--- src/rtl/spi_cmd_dispatch_if.sv ---
// Byte-level link between the SPI slave front end (master side) and the command
// dispatcher (slave side). Framing pulses and rx bytes flow in, tx bytes flow out.
interface spi_cmd_dispatch_if;
   logic       frame_start;
   logic       frame_end;
   logic       rx_valid;
   logic [7:0] rx_data;
   logic [7:0] tx_data;

   modport master (output frame_start, frame_end, rx_valid, rx_data, input tx_data);
   modport slave  (input frame_start, frame_end, rx_valid, rx_data, output tx_data);
endinterface

--- src/rtl/spi_cmd_dispatch.sv ---
// SPI command decoder: decodes the address byte of each frame, streams status,
// encoder deltas or version back, and commits motor duty writes on frame end.
module spi_cmd_dispatch #(
   parameter int         NUM_MOTORS = 4,
   parameter int         ENC_WIDTH  = 16,
   parameter int         DUTY_WIDTH = 11,
   parameter logic [7:0] VERSION    = 8'h01
) (
   input  logic                             clk,
   input  logic                             rst_n,
   spi_cmd_dispatch_if.slave                spi,
   input  logic [NUM_MOTORS*ENC_WIDTH-1:0]  enc_count,
   input  logic [4:0]                       fault,
   input  logic                             no_motor_board,
   input  logic                             ready,
   output logic [NUM_MOTORS*DUTY_WIDTH-1:0] duty_out,
   output logic [NUM_MOTORS-1:0]            duty_valid,
   output logic                             cmd_error
);
   localparam logic [7:0] ADDR_ENC      = 8'h00;
   localparam logic [7:0] ADDR_VER      = 8'h05;
   localparam logic [7:0] ADDR_DUTY_MAX = 8'(NUM_MOTORS);
   localparam int         HI_W          = DUTY_WIDTH - 8;
   localparam int         MSEL_W        = $clog2(NUM_MOTORS);

   typedef enum logic [1:0] {IDLE, ADDR, XFER} state_t;

   state_t                       state;
   logic [3:0]                   byte_idx;
   logic [7:0]                   addr_q;
   logic [7:0]                   tx_q;
   logic [7:0]                   duty_lo_q;
   logic [HI_W-1:0]              duty_hi_q;
   logic [ENC_WIDTH-1:0]         last_q    [NUM_MOTORS];
   logic [ENC_WIDTH-1:0]         delta_q   [NUM_MOTORS];
   logic [ENC_WIDTH-1:0]         delta_now [NUM_MOTORS];
   logic signed [DUTY_WIDTH-1:0] duty_q    [NUM_MOTORS];

   function automatic logic [3:0] sat_inc(input logic [3:0] v);
      return (v == 4'hF) ? v : v + 4'd1;
   endfunction

   function automatic logic is_duty(input logic [7:0] a);
      return (a != 8'h00) && (a <= ADDR_DUTY_MAX);
   endfunction

   function automatic logic is_known(input logic [7:0] a);
      return (a == ADDR_ENC) || (a == ADDR_VER) || is_duty(a);
   endfunction

   logic              in_frame, abort, rx_take, decode, end_valid, addr_known;
   logic              commit, short_err;
   logic [3:0]        idx_nxt, pidx;
   logic [7:0]        addr_nxt, lo_nxt, status, payload;
   logic [HI_W-1:0]   hi_nxt;
   logic [MSEL_W-1:0] msel;

   // A byte coincident with frame_end is folded in before the end is judged.
   always_comb begin
      in_frame   = (state != IDLE);
      abort      = spi.frame_start && !spi.frame_end && in_frame;
      rx_take    = spi.rx_valid && in_frame && !abort;
      decode     = rx_take && (state == ADDR);
      idx_nxt    = (rx_take && state == XFER) ? sat_inc(byte_idx) : byte_idx;
      addr_nxt   = decode ? spi.rx_data : addr_q;
      lo_nxt     = (rx_take && state == XFER && byte_idx == 4'd1) ? spi.rx_data : duty_lo_q;
      hi_nxt     = (rx_take && state == XFER && byte_idx == 4'd2) ? spi.rx_data[HI_W-1:0] : duty_hi_q;
      end_valid  = spi.frame_end && in_frame;
      addr_known = (state == XFER) || decode;
      commit     = end_valid && addr_known && is_duty(addr_nxt) && (state == XFER) && (idx_nxt >= 4'd3);
      short_err  = end_valid && addr_known && is_duty(addr_nxt) && !commit;
      status     = {~ready, no_motor_board, 1'b0, fault[4:1], fault[0]};
      for (int m = 0; m < NUM_MOTORS; m++)
         delta_now[m] = enc_count[m*ENC_WIDTH +: ENC_WIDTH] - last_q[m];
      pidx    = decode ? 4'd0 : idx_nxt - 4'd1;
      msel    = pidx[MSEL_W:1];
      payload = 8'h00;
      if (addr_nxt == ADDR_ENC) begin
         if (decode)
            payload = delta_now[0][7:0];
         else if (pidx < 4'(2*NUM_MOTORS))
            payload = pidx[0] ? delta_q[msel][15:8] : delta_q[msel][7:0];
      end else if (addr_nxt == ADDR_VER) begin
         payload = (pidx == 4'd0) ? VERSION : 8'h00;
      end else if (!is_duty(addr_nxt)) begin
         payload = 8'hFF;
      end
   end

   always_ff @(posedge clk or negedge rst_n) begin
      if (!rst_n) begin
         state      <= IDLE;
         byte_idx   <= 4'd0;
         addr_q     <= 8'h00;
         tx_q       <= 8'hFF;
         cmd_error  <= 1'b0;
         duty_valid <= '0;
         for (int m = 0; m < NUM_MOTORS; m++) begin
            last_q[m] <= '0;
            duty_q[m] <= '0;
         end
      end else begin
         cmd_error  <= (decode && !is_known(spi.rx_data)) || short_err;
         duty_valid <= '0;
         if (decode)
            addr_q <= spi.rx_data;
         for (int m = 0; m < NUM_MOTORS; m++) begin
            if (decode && spi.rx_data == ADDR_ENC)
               last_q[m] <= enc_count[m*ENC_WIDTH +: ENC_WIDTH];
            if (commit && addr_nxt == 8'(m + 1)) begin
               duty_q[m]     <= $signed({hi_nxt, lo_nxt});
               duty_valid[m] <= 1'b1;
            end
         end
         // frame_start wins last so an end+start pair lands in ADDR with status loaded.
         if (spi.frame_start) begin
            state    <= ADDR;
            byte_idx <= 4'd0;
            tx_q     <= status;
         end else if (spi.frame_end) begin
            state <= IDLE;
            tx_q  <= 8'hFF;
         end else if (rx_take) begin
            if (state == ADDR) begin
               state    <= XFER;
               byte_idx <= 4'd1;
            end else begin
               byte_idx <= idx_nxt;
            end
            tx_q <= payload;
         end
      end
   end

   // Payload holding registers; only ever read after a decode has refreshed them.
   always_ff @(posedge clk) begin
      duty_lo_q <= lo_nxt;
      duty_hi_q <= hi_nxt;
      for (int m = 0; m < NUM_MOTORS; m++)
         if (decode && spi.rx_data == ADDR_ENC)
            delta_q[m] <= delta_now[m];
   end

   assign spi.tx_data = tx_q;

   for (genvar g = 0; g < NUM_MOTORS; g++) begin : g_duty
      assign duty_out[g*DUTY_WIDTH +: DUTY_WIDTH] = duty_q[g];
   end
endmodule
--- src/flat_wrapper.sv ---
// flat-port wrapper written by rule: the top's interface ports become plain ports
module spi_cmd_dispatch_flat 
#(
   parameter int         NUM_MOTORS = 4,
   parameter int         ENC_WIDTH  = 16,
   parameter int         DUTY_WIDTH = 11,
   parameter logic [7:0] VERSION    = 8'h01
)
  (clk, rst_n, enc_count, fault, no_motor_board, ready, duty_out, duty_valid, cmd_error, spi_frame_start, spi_frame_end, spi_rx_valid, spi_rx_data, spi_tx_data);
  spi_cmd_dispatch_if spi_i ();
  input  logic clk;
  input  logic rst_n;
  input  logic [NUM_MOTORS*ENC_WIDTH-1:0] enc_count;
  input  logic [4:0] fault;
  input  logic no_motor_board;
  input  logic ready;
  output logic [NUM_MOTORS*DUTY_WIDTH-1:0] duty_out;
  output logic [NUM_MOTORS-1:0] duty_valid;
  output logic cmd_error;
  input wire logic [$bits(spi_i.frame_start)-1:0] spi_frame_start;
  input wire logic [$bits(spi_i.frame_end)-1:0] spi_frame_end;
  input wire logic [$bits(spi_i.rx_valid)-1:0] spi_rx_valid;
  input wire logic [$bits(spi_i.rx_data)-1:0] spi_rx_data;
  output wire logic [$bits(spi_i.tx_data)-1:0] spi_tx_data;
  assign spi_i.frame_start = spi_frame_start;
  assign spi_i.frame_end = spi_frame_end;
  assign spi_i.rx_valid = spi_rx_valid;
  assign spi_i.rx_data = spi_rx_data;
  assign spi_tx_data = spi_i.tx_data;
  spi_cmd_dispatch #(.NUM_MOTORS(NUM_MOTORS), .ENC_WIDTH(ENC_WIDTH), .DUTY_WIDTH(DUTY_WIDTH), .VERSION(VERSION)) u_core (.clk(clk), .rst_n(rst_n), .spi(spi_i), .enc_count(enc_count), .fault(fault), .no_motor_board(no_motor_board), .ready(ready), .duty_out(duty_out), .duty_valid(duty_valid), .cmd_error(cmd_error));
endmodule
--- config.mk ---
export PLATFORM = sky130hd
export DESIGN_NAME = spi_cmd_dispatch_flat
export DESIGN_NICKNAME = d
export VERILOG_FILES = /design/src/rtl/spi_cmd_dispatch_if.sv /design/src/rtl/spi_cmd_dispatch.sv /design/src/flat_wrapper.sv
export SDC_FILE = /design/constraint.sdc
export NUM_CORES = 1
export LEC_CHECK = 0
export CAP_MARGIN = 20
export CORE_MARGIN = 8
export CORE_UTILIZATION = 51
export DETAILED_ROUTE_END_ITERATION = 12
export GPL_TIMING_DRIVEN = 0
export PLACE_DENSITY = 0.77
export SLEW_MARGIN = 20
export SYNTH_ARGS = -nofsm -noshare
export SYNTH_HDL_FRONTEND = slang
export SYNTH_SLANG_ARGS = --single-unit
--- constraint.sdc ---
create_clock -name clk -period 3.09 [get_ports clk]
set_input_delay 0.309 -clock clk [delete_from_list [all_inputs] [get_ports clk]]
set_output_delay 0.309 -clock clk [all_outputs]
set_load 0.02 [all_outputs]
==> metrics.yaml, run 1 <==
route:
  vias: 8487
  drtAntennaViolNets: 0
  drt-initial-drc-count: 590
  drc: 0
  first_pass_iters: 7
  wl_per_cell_um: 17.3
  routed_via_density: 5.55
  wl_um: 26500
grt:
  grt_max_degree: 86
  grt_pass1_wl_um: 42900
  globalRouteOverflowTotal: 0
  grt_pass1_vias: 8668
  grt_use_total_pct: 19.4
  antenna_found_initial: 0
floorplan:
  start_util_pct: 52.0
  die_height_um: 165
  io_pins: 141
  coreArea_sq_um: 21900
  rows: 54
  die-area_sq_um: 27300
  die_w_um: 165
synthesis:
  netlist_area_sq_um: 11400
  synth_most_common_cell: "nand2_1"
  synth_fp_nets: 1208
  synth_area_leaders: "dfrtp_1 (28%), edfxtp_1 (17%), ha_1 (7.2%)"
  yosys.area.top_type: "dfrtp_1"
  synth_top_area_share_pct: 27.9
  synth_common_cells: "nand2_1 (130), dfrtp_1 (127), o21ai_0 (90), inv_1 (86), ha_1 (65)"
  avgSynthCellArea_sq_um: 10.8
  ys.flop_type: "dfrtp_1"
  ys_ff_latch: 210
  synth-edff-count: 64
  yosysWarnings: 0
  yosysUniqueCellTypes: 75
  synthArstFlopShare_pct: 64.3
  yosysSeqAreaShare_pct: 48.6
  synthCells: 1055
placed_design:
  post-dp-hpwl_um: 19800
  place.gp.congestion: 0.847
  dp.cells: 1477
  port_buffers: 140
cts:
  clkLatencyLatePin_ps: 520
  cts_root_buffer: "clkbuf_16"
  clk_path_buf_depth: 3
  h-tree-depth: 1
  path_clk_slew_ps: 60
  tritoncts: "built"
  cts_sinks: 210
  cts_buffers: 24
power:
  design_power_total_uw: 7000
  sequentialPowerShare_pct: 42.9
  ir_drop_mv: 0.333
  power_frac_comb_pct: 14.4
  power_density_nw_per_um2: 493
  p_sw_uw: 1720
  p_leak_uw: 0.00630
  p_sw_share_pct: 24.6
  clkPwrFrac_pct: 42.6
  p_int_uw: 5280
setup_path:
  cpMaxStageDelayCell: "dfrtp_1"
  r2r_setup_slack_ps: 80
  path_cells: "ha_2 > nand3_1 > nand4_4 > xnor2_4 > buf_6 > buf_6 > ha_1 > and2_1 > mux2i_4 > buf_4 > buf_6 > a211oi_1 > a311oi_1 > o21ai_2 > a31oi_1"
  crit_top_cell: "buf_6"
  end_kind: "flip-flop"
  ff2ff_path_depth: 15
  critPathMaxFanout: 10
  start_kind: "flip-flop"
  crit_required_ps: 3510
  critPathMaxStageDelay_ps: 440
  crit_arrival_ps: 3430
  rr_startpoint: "u_core.byte_idx[1]"
  timing.rr.end: "u_core.spi.tx_data[2]"
  path_class: "reg2reg"
timing:
  finalHoldViolCount: 0
  finalSetupViolCount: 0
  fin_skew_ps: 10.6
  tightest_slew_ps: 595
  max_slew_margin_pct: 60.3
  slew_violations: 0
  period_share_pct: 97.4
  max_freq_mhz: 332
  holdWs_ps: 281
  finalCriticalPeriod_ps: 3010
cells_and_area:
  drive_gt1_share_pct: 14.0
  fin_cells: 1529
  fin_nets: 1383
  syn_to_final_growth_pct: 24.8
run:
  cap_violations: 0
outcome:
  status: "completed"
hold_path:
  min_path_type: "in2async"
==> critical path, delay by kind of cell (launching register included) <==
kind                       cells  cell delay [ps]
DFF                            1              440
muxes                          1               80
AOI/OAI and AO/OA              4              740
buffers and inverters          4              570
and+or+nand+nor                3              460
adders and majority gates      2              420
xor gates and xnor gates       1              220
==> cells by family (layout without fill, tap and decap cells) <==
family          Yosys count  after routing  synth area share [%]
compound gates          226            226                  12.6
xor+xnor                 50             50                  4.02
fa+ha+maj                69             69                  7.85
buf+inv                 116            309                  4.36
flops                   210            210                  48.6
mux                      73             73                  9.37
other cells               0              1                     0
simple gates            311            311                  13.2
==> power groups by stage <==
stage	sequential [uW]	combinational (uW)	clock [uW]
finish	3010	1010	2990
global placement	3060	937	0
CTS	3010	988	3050
floorplan	3070	599	0
detailed placement	3060	963	0
global route	3010	1110	3170
==> final cells by class <==
class / count / area (sq um)
well taps: 280 / 350
clock inverters: 12 / 129
diodes: 1 / 2.50
multi-input cells: 729 / 5430
plain buffers: 30 / 176
fillers: 1684 / 7700
repair buffers: 149 / 1510
flip-flops and latches: 210 / 5530
inverters: 86 / 327
clock buffers: 32 / 736
==> sequential cells by signal, summed over array words and instances, names as in the netlist <==
| register | flops |
|---|---|
| u_core.spi.tx_data | 8 |
| u_core.last_q | 64 |
| u_core.byte_idx | 4 |
| u_core.duty_lo_q | 8 |
| u_core.state | 2 |
| u_core.duty_hi_q | 3 |
| u_core.addr_q | 8 |
| u_core.cmd_error | 1 |
| u_core.delta_q | 64 |
| u_core.duty_valid | 4 |
| u_core.duty_out | 44 |
==> metrics by stage <==
| step | area, sq um | setup slack [ps] | setup TNS (ps) | utilization (%) |
|---|---|---|---|---|
| 3_3_place_gp | 13100 | -3710 | -573110 | 60.0 |
| 4_1_cts | 14100 | 3.20 | 0 | 64.4 |
| 3_5_place_dp | 13200 | -758 | -27010 | 60.2 |
| 6_report | 14200 | 80.2 | 0 | 64.8 |
| 5_1_grt | 14200 | -24.2 | -30.9 | 64.8 |
| 2_1_floorplan | 11400 | 9.19 | 0 | - |
==> timing repair <==
item / 4_1_cts / 5_1_grt
endpoints found under the hold margin: 50 / 0
hold buffers: 1 / 0
resized for setup: 5 / 17
cloned: 0 / 0
pin swaps: 1 / 3
endpoints found under the setup margin: 44 / 47
setup buffers: 4 / 2
==> cell usage in the layout, fill, tap and decap left out, drive strengths merged, types with 42 or more instances in the layout <==
cell type	n
clkdlybuf4s50	139
nand2	130
dfrtp	127
o21ai	98
inv	85
ha	65
edfxtp	64
mux2	59
nor2	55
clkbuf	46
xnor2	42
==> layer usage <==
layer | global-route usage, % | share of wire (%) | vias up
met2 | 33.0 | 47 | 257
li1 | - | - | 4092
met4 | 5.36 | 1.8 | 0
met5 | 0 | 0 | -
met1 | 25.1 | 44 | 4094
met3 | 3.40 | 6.5 | 44
==> worst max path at each step <==
| stage | to | depth (start not counted) | startpoint |
|---|---|---|---|
| global route | u_core.spi.tx_data[4] | 14 | u_core.byte_idx[0] |
| finish | u_core.spi.tx_data[2] | 15 | u_core.byte_idx[1] |
| detailed placement | u_core.spi.tx_data[7] | 13 | spi_frame_end |
| CTS | u_core.duty_out[21] | 13 | u_core.byte_idx[0] |
| floorplan | u_core.spi.tx_data[5] | 5 | spi_rx_data[7] |
| global placement | u_core.last_q[15] | 1 | rst_n |
(Power assumes the default switching activity.)
==> inputs of run 2 (changes only) <==
--- a/config.mk
+++ b/config.mk
@@ -7,10 +7,10 @@
 export LEC_CHECK = 0
 export CAP_MARGIN = 20
 export CORE_MARGIN = 8
-export CORE_UTILIZATION = 51
+export CORE_UTILIZATION = 55
 export DETAILED_ROUTE_END_ITERATION = 12
 export GPL_TIMING_DRIVEN = 0
-export PLACE_DENSITY = 0.77
+export PLACE_DENSITY = 0.79
 export SLEW_MARGIN = 20
 export SYNTH_ARGS = -nofsm -noshare
 export SYNTH_HDL_FRONTEND = slang
==> constraint.sdc (replaced) <==
create_clock -name clk -period 3.9 [get_ports clk]
set_input_delay 0.39 -clock clk [delete_from_list [all_inputs] [get_ports clk]]
set_output_delay 0.39 -clock clk [all_outputs]
set_load 0.02 [all_outputs]
==> run 2 against run 1 <==
Via count fell by 1.0%. Cell area shrank 2.0%. Cell count decreased by 1.2%. Count of clock-buffer cells in the layout unchanged. Global-route usage rose by 1.1 points. Non-clock buffer count shrank 6. Critical path depth decreased by 2. Die area shrank 6.6%. Maximum frequency fell by 13%. Worst hold slack better by 120 ps. Wire length decreased by 0.44%. Critical path type unchanged. Highest routed layer unchanged.
==> metrics.yaml, run 2 (same netlist as run 1, synthesis figures left out) <==
outcome:
  status: "completed"
placed_design:
  post-dp-hpwl_um: 19700
  place_area_sq_um: 13200
  place.gp.congestion: 0.852
  port_buffers: 140
timing:
  fin_skew_ps: 16.8
  tightest_slew_ps: 667
  period_share_pct: 88.3
  finalHoldViolCount: 0
  max_freq_mhz: 290
  finalSetupViolCount: 0
  holdWs_ps: 401
  finalCriticalPeriod_ps: 3450
  slew_violations: 0
  max_slew_margin_pct: 54.4
  rsz0062_at_grt: "false"
cells_and_area:
  insertedDiodeCount: 0
  layout_commonest_cell: "clkdlybuf4s50_1"
  fin_nets: 1376
  fillCellCount: 1520
  multi_input_area_sq_um: 5350
  design_area_sq_um: 13900
  syn_to_final_growth_pct: 22.2
  layout_common_cells: "clkdlybuf4s50_1 (139), nand2_1 (130), dfrtp_1 (127), o21ai_0 (90), inv_1 (86)"
  drive_gt1_share_pct: 11.5
  regArea_sq_um: 5530
grt:
  grt_use_total_pct: 20.5
  antenna_found_initial: 0
  grt_pass1_wl_um: 43400
  grt_max_degree: 81
  grt_pass1_vias: 8536
  globalRouteOverflowTotal: 0
floorplan:
  die_w_um: 160
  coreArea_sq_um: 20300
  io_pins: 141
  die-area_sq_um: 25500
  rows: 52
  start_util_pct: 56.0
  die_height_um: 160
cts:
  path_clk_slew_ps: 60
  h-tree-depth: 1
  cts_buffers: 23
  clkLatencyLatePin_ps: 510
  tritoncts: "built"
  clk_path_buf_depth: 3
  cts_sinks: 210
  cts_root_buffer: "clkbuf_16"
setup_path:
  crit_arrival_ps: 3880
  path_class: "reg2reg"
  critPathMaxFanout: 10
  end_kind: "flip-flop"
  crit_required_ps: 4330
  start_kind: "flip-flop"
route:
  first_pass_iters: 5
  routed_via_density: 5.56
  drtAntennaViolNets: 0
  wl_met1_um: 11600
  wl_per_cell_um: 17.5
  wl_um: 26400
  drc: 0
  vias: 8402
  dr.max_layer_used: "met4"
  drt-initial-drc-count: 613
  met2_wirelength_um: 12900
  dr_wl_met3_um: 1540
power:
  ir_drop_mv: 0.345
  power_density_nw_per_um2: 375
  p_leak_uw: 0.00618
  design_power_total_uw: 5220
hold_path:
  min_path_type: "in2async"
run:
  cap_violations: 0
==> run 2: cell count changes in the layout (fill, tap and decap cells not counted), sizes merged <==
cell,before,now
buf,25,18
bufinv,2,1
clkbuf,46,47
clkinv,7,3
clkinvlp,4,3
diode,1,0
inv,85,89
==> run 2: power breakdown <==
group,switching (uW),leakage [uW],internal (uW)
sequential,27.4,0.00224,2360
clock,856,0.000345,1200
combinational,425,0.00360,348
total,1310,0.00618,3910
==> run 2: layout make-up <==
class                   instances  area share, %
flip-flops and latches        210           39.8
multi-input cells             729           38.5
repair buffers                143           10.5
clock inverters                10          0.666
clock buffers                  32           4.53
well taps                     270           2.43
inverters                      86           2.32
plain buffers                  30           1.24
==> run 2: critical path, cell delays in order, from the launching register on <==
cell and delay, ps:
dfrtp_1 430, ha_1 280, nand3_1 110, nand4_2 220, xnor2_4 410, buf_6 190
buf_6 140, ha_1 250, nor2_1 220, clkbuf_1 390, mux2i_1 150, a221oi_2 260
o21ai_1 130, a31oi_1 190
==> run 2: what timing repair did <==
action                    in CTS  in global routing
buffers inserted               0                  0
hold endpoints to repair      53                  0
resized for setup              0                  0
hold buffers                   1                  0
==> run 2: final timing paths <==
path,from,endpoint,slack [ps],depth (start not counted)
worst max register to register,u_core.byte_idx[0],u_core.spi.tx_data[7],450,13
worst min register to register,u_core.addr_q[5],u_core.addr_q[5],480,2
worst min-delay path,rst_n,u_core.last_q[54],400,2
worst max-delay path,u_core.byte_idx[0],u_core.spi.tx_data[7],450,13
max in group asynchronous,rst_n,u_core.duty_out[21],2760,3
min in group clk,enc_count[12],u_core.last_q[60],470,3
==> run 2: layer usage <==
layer  global-route usage (%)  up-vias
met5                        0        -
met3                     3.83       29
met1                     26.5     4065
li1                         -     4062
met4                     4.46        0
met2                     35.2      246
==> run 2: metrics by stage <==
stage                     setup WS, ps  instances  TNS (ps)  utilization (%)
after floorplan                    738       1055         0                -
after CTS                          477       1510         0             68.5
final                              455       1510         0             68.5
after global placement           -3060       1465   -412720             64.6
after global routing               227       1510         0             68.5
after detailed placement          64.0       1467         0             64.9
==> inputs of run 3 (changes only) <==
--- a/config.mk
+++ b/config.mk
@@ -10,7 +10,7 @@
 export CORE_UTILIZATION = 55
 export DETAILED_ROUTE_END_ITERATION = 12
 export GPL_TIMING_DRIVEN = 0
-export PLACE_DENSITY = 0.79
+export PLACE_DENSITY = 0.88
 export SLEW_MARGIN = 20
 export SYNTH_ARGS = -nofsm -noshare
 export SYNTH_HDL_FRONTEND = slang
==> run 3 against run 2 <==
Global-route usage up 1.9 points. Maximum frequency is 2.0% lower. Power up 7.2%. Non-clock buffer count did not move. Count of clock-buffer cells in the layout decreased by 4. First-iteration DRC count grew 19%. Clock power grew 17%. Setup slack worse by 70 ps. Cell area is 0.87% higher. Highest routed layer unchanged.
==> metrics.yaml, run 3 (same netlist as run 1, synthesis figures left out) <==
setup_path:
  start_kind: "flip-flop"
  ff2ff_path_depth: 13
  crit_arrival_ps: 3920
  path_cells: "ha_1 > nand3_1 > nand4_2 > xnor2_4 > buf_6 > buf_6 > ha_1 > nor2_1 > clkbuf_1 > mux2i_1 > a221oi_2 > o21ai_1 > a31oi_1"
  crit_buf_inv: 3
  critPathMaxFanout: 10
  critPathMaxStageDelay_ps: 430
  end_kind: "flip-flop"
  crit_required_ps: 4310
  timing.rr.end: "u_core.spi.tx_data[7]"
  worst-path-stages: 13
  worstSetupStartpoint: "u_core.byte_idx[0]"
  rr_startpoint: "u_core.byte_idx[0]"
  cpMaxStageDelayCell: "dfrtp_1"
  crit_end: "u_core.spi.tx_data[7]"
  path_delay_family: "buffers and inverters"
  r2r_setup_slack_ps: 380
  path_class: "reg2reg"
cells_and_area:
  drive_gt1_share_pct: 11.5
  insertedDiodeCount: 0
  fin_cells: 1509
  layout_commonest_cell: "clkdlybuf4s50_1"
  finish.utilization_pct: 69.1
  fin_nets: 1376
  layout_common_cells: "clkdlybuf4s50_1 (139), nand2_1 (130), dfrtp_1 (127), o21ai_0 (90), inv_1 (86)"
  syn_to_final_growth_pct: 23.3
floorplan:
  die_height_um: 160
  rows: 52
  start_util_pct: 56.0
  io_pins: 141
  die_w_um: 160
  coreArea_sq_um: 20300
  die-area_sq_um: 25500
cts:
  h-tree-depth: 1
  cts_root_buffer: "clkbuf_16"
  cts_sinks: 210
  clk_path_buf_depth: 3
  path_clk_slew_ps: 70
  tritoncts: "built"
  post_cts_buffers: 0
  clkLatencyLatePin_ps: 510
  cts_buffers: 23
  cts_resized: 0
power:
  power_density_nw_per_um2: 399
  design_power_total_uw: 5590
  ir_drop_mv: 0.288
  p_leak_uw: 0.00625
route:
  first_pass_iters: 6
  drtAntennaViolNets: 0
  wl_per_cell_um: 19.1
  routed_via_density: 5.79
  vias: 8734
  wl_um: 28800
  drc: 0
  drt-initial-drc-count: 729
placed_design:
  dp.cells: 1467
  place.gp.congestion: 0.874
  post-dp-hpwl_um: 20700
  port_buffers: 140
timing:
  finalSetupViolCount: 0
  holdWs_ps: 459
  fin_skew_ps: 15.0
  tightest_slew_ps: 657
  finalCriticalPeriod_ps: 3520
  period_share_pct: 90.1
  rsz0062_at_grt: "false"
  slew_violations: 0
  max_freq_mhz: 284
  max_slew_margin_pct: 55.0
  finalHoldViolCount: 0
  setup_tns_ps: 0
run:
  cap_violations: 0
hold_path:
  min_path_type: "in2async"
grt:
  grt_max_degree: 81
  grt_use_total_pct: 22.4
  grt_pass1_wl_um: 46900
  grt_pass1_vias: 9061
  globalRouteOverflowTotal: 0
  antenna_found_initial: 0
outcome:
  status: "completed"
[run 3: cell count changes in the layout (fill, tap and decap cells not counted), sizes merged]
cell / delta
bufinv: +5
clkbuf: -4
clkinv: +3
clkinvlp: -2
inv: -3
[run 3: repair_timing]
action,CTS,global route
hold buffers,1,0
endpoints found under the setup margin,0,0
hold endpoints to repair,79,0
[run 3: area by class of cell]
cell class                      instances  area [sq um]
Clock buffer                           28           624
Tap cell                              270           338
Sequential cell                       210          5530
Inverter                               86           323
Buffer                                 30           173
Timing Repair Buffer                  143          1470
Clock inverter                         13           211
Fill cell                            1400          6280
Multi-Input combinational cell        729          5350
[run 3: how the worst min path moves through the flow]
stage,start,end,cells after the start
after floorplan,rst_n,u_core.addr_q[0],0
after global placement,u_core.addr_q[3],u_core.addr_q[3],2
after detailed placement,rst_n,u_core.last_q[6],1
after CTS,enc_count[31],u_core.last_q[47],3
after global routing,enc_count[24],u_core.last_q[40],3
final,rst_n,u_core.last_q[25],2
[run 3: metal layers]
metal  up-vias  part of all wire, %  track usage (%)
met3        87                  6.4             4.04
met4         0                  3.9             8.75
li1       4059                    -                -
met1      4242                   40             27.4
met5         -                    0                0
met2       346                   50             38.6
[run 3: worst register-to-register path, delay by kind of cell (launching register included)]
| kind | cells | cell delay, ps |
|---|---|---|
| multiplexers | 1 | 340 |
| XOR/XNOR | 1 | 420 |
| buffers and inverters | 3 | 740 |
| flip-flops | 1 | 430 |
| adder cells (fa/ha/maj) | 2 | 520 |
| AND/OR/NAND/NOR | 3 | 560 |
| AO/OA/AOI/OAI | 3 | 390 |
[run 3: power breakdown]
group / switching, uW / internal (uW)
combinational: 440 / 349
clock: 887 / 1530
sequential: 32.7 / 2360
[run 3: stage by stage]
| step | setup WS [ps] | cell area [sq um] |
|---|---|---|
| after global routing | 156 | 14000 |
| after floorplan | 738 | 11400 |
| final | 385 | 14000 |
| after detailed placement | 34.9 | 13200 |
| after global placement | -2940 | 13100 |
| after CTS | 395 | 14000 |
